**config.mk**
```make
export PLATFORM = sky130hd
export DESIGN_NAME = spi_master
export DESIGN_NICKNAME = d
export VERILOG_FILES = /design/src/rtl/spi_pkg.sv /design/src/rtl/spi_tick_gen.sv /design/src/rtl/spi_master.sv
export SDC_FILE = /design/constraint.sdc
export NUM_CORES = 1
export LEC_CHECK = 0
export ABC_AREA = 1
export CORE_UTILIZATION = 55
export CTS_CLUSTER_DIAMETER = 80
export DETAILED_ROUTE_END_ITERATION = 16
export GPL_TIMING_DRIVEN = 0
export PLACE_DENSITY_LB_ADDON = 0.1
export RECOVER_POWER = 100
export SYNTH_ARGS = -nofsm -noshare
export SYNTH_HDL_FRONTEND = slang
export SYNTH_SLANG_ARGS = --single-unit
```
**constraint.sdc**
```tcl
create_clock -name GCLK -period 1.8 [get_ports GCLK]
set_input_delay 0.27 -clock GCLK [delete_from_list [all_inputs] [get_ports GCLK]]
set_output_delay 0.27 -clock GCLK [all_outputs]
set_load 0.01 [all_outputs]
```
**src/rtl/spi_pkg.sv**
```systemverilog
// Shared definitions for the SPI command-link initiator.
// Holds the frame width, command/address codes understood by the board's
// SPI slave, and the initiator FSM state encoding.
package spi_pkg;

    localparam int unsigned SPI_DATA_WIDTH = 32;

    // Command byte (frame bits [31:24])
    localparam logic [7:0] CMD_DRIVE_MOTOR = 8'h00;
    localparam logic [7:0] CMD_SEND_DATA   = 8'h01;

    // Readback address selects for CMD_SEND_DATA (frame bits [7:0])
    localparam logic [7:0] ADDR_DEBUG   = 8'd0;
    localparam logic [7:0] ADDR_ENCODER = 8'd1;
    localparam logic [7:0] ADDR_PATTERN = 8'd2;

    typedef enum logic [2:0] {
        ST_IDLE,
        ST_SETUP,
        ST_SHIFT,
        ST_HOLD,
        ST_GAP
    } spi_master_state_t;

endpackage

```
**src/rtl/spi_tick_gen.sv**
```systemverilog
// Free-running divider that emits a one-cycle tick every DIV clocks while run=1.
// Ports: clk, rst_n (async active-low), run (count enable; clears when low),
//        tick (registered; high for the cycle after the count reaches DIV-1).
module spi_tick_gen #(
    parameter int unsigned DIV = 8
) (
    input  logic clk,
    input  logic rst_n,
    input  logic run,
    output logic tick
);

    localparam int unsigned CNT_W = (DIV > 1) ? $clog2(DIV) : 1;

    logic [CNT_W-1:0] cnt_q, cnt_d;
    logic             tick_q, tick_d;

    // Count 0..DIV-1 and wrap; hold at zero whenever stopped.
    always_comb begin
        cnt_d  = '0;
        tick_d = 1'b0;
        if (run) begin
            tick_d = (cnt_q == CNT_W'(DIV - 1));
            cnt_d  = tick_d ? '0 : cnt_q + CNT_W'(1);
        end
    end

    always_ff @(posedge clk or negedge rst_n) begin
        if (!rst_n) begin
            cnt_q  <= '0;
            tick_q <= 1'b0;
        end else begin
            cnt_q  <= cnt_d;
            tick_q <= tick_d;
        end
    end

    assign tick = tick_q;

endmodule

```
**src/rtl/spi_master.sv**
```systemverilog
// Mode-0 (CPOL=0, CPHA=0) SPI initiator for the board command link.
// One start shifts tx_data out MSB-first on SPI_MOSI while capturing SPI_MISO
// into rx_data; CS setup, hold and inter-frame gap are timed in divider ticks.
// Ports: GCLK, reset (async active-low), start/tx_data (request, sampled while
//        idle), busy/done/rx_data (status and result), SPI_CLK/SPI_MOSI/CS
//        (serial outputs), SPI_MISO (serial input, used unsynchronised).
module spi_master
    import spi_pkg::*;
#(
    parameter int unsigned DATA_WIDTH = SPI_DATA_WIDTH,
    parameter int unsigned CLK_DIV    = 8,
    parameter int unsigned CS_SETUP   = 1,
    parameter int unsigned CS_HOLD    = 1,
    parameter int unsigned GAP        = 2
) (
    input  logic                  GCLK,
    input  logic                  reset,
    input  logic                  start,
    input  logic [DATA_WIDTH-1:0] tx_data,
    output logic                  busy,
    output logic                  done,
    output logic [DATA_WIDTH-1:0] rx_data,
    output logic                  SPI_CLK,
    output logic                  SPI_MOSI,
    input  logic                  SPI_MISO,
    output logic                  CS
);

    localparam int unsigned BIT_W  = $clog2(DATA_WIDTH + 1);
    localparam int unsigned WAIT_W = 8;

    spi_master_state_t     state_q, state_d;
    logic [DATA_WIDTH-1:0] tx_sh_q, tx_sh_d;
    logic [DATA_WIDTH-1:0] rx_sh_q, rx_sh_d;
    logic [DATA_WIDTH-1:0] rx_data_q, rx_data_d;
    logic [BIT_W-1:0]      bit_cnt_q, bit_cnt_d;
    logic [WAIT_W-1:0]     wait_q, wait_d;
    logic                  sclk_q, sclk_d;
    logic                  cs_q, cs_d;
    logic                  busy_q, busy_d;
    logic                  done_q, done_d;
    logic                  run_c;
    logic                  tick_c;

    assign run_c = (state_q != ST_IDLE);

    spi_tick_gen #(
        .DIV (CLK_DIV)
    ) u_tick_gen (
        .clk   (GCLK),
        .rst_n (reset),
        .run   (run_c),
        .tick  (tick_c)
    );

    // Frame sequencing; all serial outputs come straight from flops.
    always_comb begin
        state_d   = state_q;
        tx_sh_d   = tx_sh_q;
        rx_sh_d   = rx_sh_q;
        rx_data_d = rx_data_q;
        bit_cnt_d = bit_cnt_q;
        wait_d    = wait_q;
        sclk_d    = sclk_q;
        cs_d      = cs_q;
        busy_d    = busy_q;
        done_d    = 1'b0;

        unique case (state_q)
            ST_IDLE: begin
                if (start) begin
                    tx_sh_d   = tx_data;
                    bit_cnt_d = '0;
                    wait_d    = '0;
                    sclk_d    = 1'b0;
                    cs_d      = 1'b0;
                    busy_d    = 1'b1;
                    state_d   = ST_SETUP;
                end
            end
            ST_SETUP: begin
                if (tick_c) begin
                    if (wait_q == WAIT_W'(CS_SETUP - 1)) begin
                        wait_d  = '0;
                        state_d = ST_SHIFT;
                    end else begin
                        wait_d = wait_q + WAIT_W'(1);
                    end
                end
            end
            ST_SHIFT: begin
                if (tick_c) begin
                    sclk_d = ~sclk_q;
                    if (!sclk_q) begin
                        // Rising edge: capture MISO into the LSB.
                        rx_sh_d = {rx_sh_q[DATA_WIDTH-2:0], SPI_MISO};
                    end else begin
                        // Falling edge: bit complete; present the next one
                        // unless this was the last, which stays on MOSI.
                        bit_cnt_d = bit_cnt_q + BIT_W'(1);
                        if (bit_cnt_q == BIT_W'(DATA_WIDTH - 1)) begin
                            state_d = ST_HOLD;
                        end else begin
                            tx_sh_d = {tx_sh_q[DATA_WIDTH-2:0], 1'b0};
                        end
                    end
                end
            end
            ST_HOLD: begin
                if (tick_c) begin
                    if (wait_q == WAIT_W'(CS_HOLD - 1)) begin
                        wait_d    = '0;
                        cs_d      = 1'b1;
                        tx_sh_d   = '0;
                        rx_data_d = rx_sh_q;
                        done_d    = 1'b1;
                        state_d   = ST_GAP;
                    end else begin
                        wait_d = wait_q + WAIT_W'(1);
                    end
                end
            end
            ST_GAP: begin
                if (tick_c) begin
                    if (wait_q == WAIT_W'(GAP - 1)) begin
                        wait_d  = '0;
                        busy_d  = 1'b0;
                        state_d = ST_IDLE;
                    end else begin
                        wait_d = wait_q + WAIT_W'(1);
                    end
                end
            end
            default: begin
                state_d = ST_IDLE;
            end
        endcase
    end

    always_ff @(posedge GCLK or negedge reset) begin
        if (!reset) begin
            state_q   <= ST_IDLE;
            tx_sh_q   <= '0;
            rx_sh_q   <= '0;
            rx_data_q <= '0;
            bit_cnt_q <= '0;
            wait_q    <= '0;
            sclk_q    <= 1'b0;
            cs_q      <= 1'b1;
            busy_q    <= 1'b0;
            done_q    <= 1'b0;
        end else begin
            state_q   <= state_d;
            tx_sh_q   <= tx_sh_d;
            rx_sh_q   <= rx_sh_d;
            rx_data_q <= rx_data_d;
            bit_cnt_q <= bit_cnt_d;
            wait_q    <= wait_d;
            sclk_q    <= sclk_d;
            cs_q      <= cs_d;
            busy_q    <= busy_d;
            done_q    <= done_d;
        end
    end

    assign busy     = busy_q;
    assign done     = done_q;
    assign rx_data  = rx_data_q;
    assign SPI_CLK  = sclk_q;
    assign SPI_MOSI = tx_sh_q[DATA_WIDTH-1];
    assign CS       = cs_q;

endmodule

```
; Word-level counts from Yosys, hierarchy flattened
; Index checks and enable logic that the tools add are counted.
[classes]
addsub = 3
n_eq_ne = 19
n_mux = 44
n_bitwise = 1
reduce_logical = 18
[op_table]
columns = op, n
row1 = $mux 32, 6
row2 = $pmux 32 s3, 1
row3 = $mux 8, 5
row4 = $mux 3, 12
row5 = $pmux 8 s3, 1
row6 = $mux 6, 3
row7 = $reduce_and 4->1, 4
row8 = $pmux 3 s5, 1
row9 = $ne 2x2->1 const B, 7
row10 = $pmux 6 s2, 1
row11 = $mux 1, 11
row12 = $ne 2x1->1 const B, 5
row13 = $reduce_and 10->1, 1
row14 = $reduce_and 3->1, 3
row15 = $reduce_bool 3->1, 3
row16 = $add 8x1->8 const B, 1
row17 = $eq 8x1->1 const B, 1
row18 = $logic_not 8->1, 1
row19 = $reduce_and 7->1, 1
row20 = $add 6x1->6 const B, 1
row21 = $eq 3x2->1 const B, 2
row22 = $eq 3x3->1 const B, 2
row23 = $eq 6x5->1 const B, 1
row24 = $pmux 1 s2, 3
row25 = 6 further kinds, 8
[totals]
reg_bits = 121
in_bits = 36

; Depth between registers and ports, before layout
[logic_depth]
depth_word = 5
ltp_mapped = 10
ltp_nobuf = 10

; Cells and area by module
; A second synthesis with hierarchy kept.
[unflattened]
hier_cells = 591
area_unflattened_um2 = 5480.3
[modules_own_cells]
columns = module, n_inst, cells_per_inst, area_per_inst_um2
row1 = spi_master, 1, 576, 5321.4
row2 = spi_tick_gen, 1, 15, 158.9

; Least setup slack after synthesis
; Ideal clock, no wire load.
[synth_path]
path_kind = reg2reg
startpoint = register bit_cnt_q[0]
endpoint = register tx_sh_q[16]
setup_ps = 123
arrival_ps = 1381
t_required_ps = 1677
setup_slack_ps = 296
stages_incl_launch_ff = 11
n_path_buf = 1
path_cell_list = dfrtp_1 > ha_1 > inv_1 > nor2_1 > nand2_1 > nand2_1 > nand3_2 > nand3_4 > buf_6 > nand2_1 > o21ai_2
[synth_via]
elab_chain_len = 3
[synth_lines]
columns = item, line_no
row1 = "start, declared", spi_master.sv:36  ; logic [BIT_W-1:0] bit_cnt_q, bit_cnt_d;
row2 = "start signal, assigned", spi_master.sv:157  ; bit_cnt_q <= bit_cnt_d;
row3 = $eq 6x5->1, spi_master.sv:101  ; if (bit_cnt_q == BIT_W'(DATA_WIDTH - 1)) begin
row4 = $ne 2x2->1 (no source line), --
row5 = $reduce_and 7->1 (no source line), --
row6 = "end signal, assigned", spi_master.sv:154  ; tx_sh_q <= tx_sh_d;
row7 = "end, declared", spi_master.sv:33  ; logic [DATA_WIDTH-1:0] tx_sh_q, tx_sh_d;
; Every way passes these cells.
; A chain may end at the register's enable or synchronous reset.

; Worst setup path after layout
[layout_path]
startpoint = register rx_data_q[22] (netlist: rx_data[22])
endpoint = output port rx_data[22]
[layout_rtl]
columns = item, line_no
row1 = "start, declared", spi_master.sv:35  ; logic [DATA_WIDTH-1:0] rx_data_q, rx_data_d;
row2 = "start signal, assigned", spi_master.sv:156  ; rx_data_q <= rx_data_d;
row3 = "end, declared", spi_master.sv:22  ; output logic [DATA_WIDTH-1:0] rx_data,
; No word-level cell between the ends.

==> impl_metrics.json <==
{
  "dpl.hpwl_um": 7710,
  "synth_area_leaders": "dfrtp_1 (54%), o21ai_2 (8.4%), nand2_1 (8.0%)",
  "grt_max_degree": 98,
  "drtIter0Drc": 203,
  "setup_viol": 0,
  "ios": 73,
  "dpl_cell_area_um2": 6460,
  "syn_area_um2": 5550,
  "rsz0062_at_grt": "yes",
  "cp.arrival_ns": 1.50,
  "drive_above_1_share_pct": 21.5,
  "start_util_pct": 56.7,
  "status": "completed",
  "cts_made_buffers": 17,
  "clk_path_buf_depth": 2,
  "grt_pass1_vias": 4210,
  "synth_edf_count": 0,
  "htree_levels": 4,
  "relSlewSlack_pct": 42.3,
  "antenna_left": 0,
  "synth.avg_cell_area_um2": 9.64,
  "die_x_um": 102,
  "fmax_mhz": 564,
  "fin_crit_sh_pct": 98.5,
  "grt.total_usage_pct": 24.3,
  "nets": 712,
  "synth_top_area_share_pct": 54.2,
  "synth_top_cell_by_area": "dfrtp_1",
  "worst_path_max_delay_cell": "dlygate4sd3_1",
  "pre_cts_slack_ns": -0.0438,
  "avgViaCountPerCell": 5.22,
  "startpoint_type": "register",
  "vias": 4261,
  "synth_warnings": 0,
  "drc": 0,
  "synth.most_common_cell": "dfrtp_1",
  "crit_chain": "dlygate4sd3_1",
  "cts_tree": "yes",
  "power_density_nw_per_um2": 1430,
  "crit_type": "register to output pin",
  "cp_num_buf_inv": 1,
  "yosys.cell_types.count": 35,
  "grt-ovfl-total": 0,
  "fin_skew_ns": 0.00805,
  "timing.rr.start": "state_q[2]$_DFFE_PN0P_",
  "portBuffers": 72,
  "root_buffer": "clkbuf_8",
  "whs_ns": 0.184,
  "numClockSinks": 121,
  "drt_first_pass_iters": 4,
  "ir_drop_v": 0.000928,
  "n_antenna_cell": 0,
  "drt_wl_total_um": 11400,
  "ys.flop_type": "dfrtp_1",
  "min_period_ns": 1.77,
  "place_congestion": 0.904,
  "reg2reg_depth": 9,
  "cp-end-kind": "output pin",
  "design_area_um2": 7010,
  "die_area_um2": 10500,
  "drv_cap": 0,
  "nFillCells": 768,
  "leakage_uw": 0.00311,
  "syn2layout_area_growth_pct": 26.4,
  "finalWorstSetupSlack_ns": 0.0275,
  "wl_per_cell_um": 13.9,
  "slew_viol_final": 0,
  "crit_path_max_incr_delay_ns": 0.61,
  "syn-num-nets": 617,
  "seq_area_frac_synth_pct": 54.6,
  "crit_required_ns": 1.53,
  "clock_latency_ns": 0.52,
  "critical_path_peak_fanout": 2,
  "synth_cells": 575,
  "die_h_um": 102,
  "final_hold_viol_count": 0,
  "synth_seq_cells": 121,
  "power_uw": 10000,
  "netlist_top_cells_count": "dfrtp_1 (120), nand2_1 (118), inv_1 (54), o21ai_2 (53), o21ai_0 (32)",
  "ys_async_sr_fraction_pct": 100,
  "cp.depth": 1,
  "grt_first_pass_wirelength_um": 19300,
  "core_um2": 9770,
  "startpoint": "rx_data[22]$_DFFE_PN0P_",
  "clk_pin_slew_ns": 0.06,
  "rows": 36,
  "worst_pin_slew_ns": 0.866,
  "antenna_found_initial": 0,
  "crit_family": "buffers and inverters",
  "hp-class": "input pin to async pin"
}
metal layers:
metal  vias to the layer above  GRT usage [%]  share of wire (%)
met5                         -              0                  0
met4                         0           9.34                1.3
met3                        15           5.75                3.6
met2                        94           40.2                 51
met1                      2061           31.0                 44
li1                       2091              -                  -
final cells by class:
type | instances | area (µm²) | area share (%)
Inverter | 62 | 238 | 3.39
Buffer | 25 | 173 | 2.46
Multi-Input combinational cell | 367 | 2090 | 29.8
Tap cell | 133 | 166 | 2.37
Clock inverter | 13 | 129 | 1.84
Sequential cell | 121 | 3030 | 43.2
Timing Repair Buffer | 76 | 757 | 10.8
Clock buffer | 19 | 432 | 6.16
registers in the layout (all words and copies together), names as in the netlist, 3 cells and up:
register,count
rx_sh_q,32
state_q,3
tx_sh_q,32
wait_q,8
bit_cnt_q,6
rx_data,32
u_tick_gen.cnt_q,3
final timing paths:
path / endpoint / slack [ns]
worst min register to register: u_tick_gen.cnt_q[0]$_DFF_PN0_ / 0.45
min in group GCLK: tx_sh_q[0]$_DFFE_PN0P_ / 0.32
max in group asynchronous: bit_cnt_q[0]$_DFFE_PN0P_ / 0.50
worst min-delay path: rx_data[20]$_DFFE_PN0P_ / 0.18
worst max register to register: tx_sh_q[22]$_DFFE_PN0P_ / 0.12
worst max-delay path: rx_data[22] / 0.03
cell families (layout without fill, tap and decap cells):
family	after synthesis	after routing	share of synthesized area, %
fa+ha+maj	6	6	1.35
buf+inv	87	195	7.29
flops	121	121	54.6
xor+xnor	2	2	0.316
simple gates	200	200	16.8
compound gates	159	159	19.6
what timing repair did:
action / 4_1_cts / 5_1_grt
gates resized for setup: 2 / 16
buffers inserted: 1 / 1
endpoints found under the setup margin: 13 / 71
pin swaps: 0 / 1
hold endpoints to repair: 34 / 0
cloned: 0 / 0
hold buffers: 1 / 0
placed cells by master, fill, tap and decap left out, types with 2 or more instances in the layout:
cell	count
nand2_1	118
buf_4	4
dlygate4sd3_1	7
o21ai_0	58
nor2_1	24
ha_1	6
nand3_4	2
inv_1	55
a22oi_1	31
a21oi_1	8
nor2_4	4
clkinvlp_4	4
clkinv_2	6
dfrtp_1	119
clkbuf_2	6
clkinv_4	2
buf_6	10
o21ai_1	16
clkbuf_1	7
clkdlybuf4s50_1	64
nand3_1	11
clkbuf_8	2
nand2_2	29
nor2_2	4
o21bai_1	3
buf_2	3
nand4_1	3
bufinv_16	2
inv_2	6
o21ai_2	40
clkbuf_16	16
stage by stage:
| stage | setup TNS (ns) | util [%] | instances |
|---|---|---|---|
| 2_1_floorplan | 0 | - | 575 |
| 3_3_place_gp | -502.50 | 65.8 | 780 |
| 3_5_place_dp | -0.225 | 66.1 | 781 |
| 4_1_cts | 0 | 72.0 | 815 |
| 5_1_grt | -0.0180 | 71.7 | 816 |
| 6_report | 0 | 71.7 | 816 |
where the power goes:
part / total (µW) / switching (µW) / internal (µW) / leakage, µW
sequential: 3530 / 332 / 3200 / 0.00163
clock: 3170 / 1180 / 1990 / 0.000269
combinational: 3300 / 2020 / 1280 / 0.00121
Note: power is estimated with default switching activity, not from simulation.
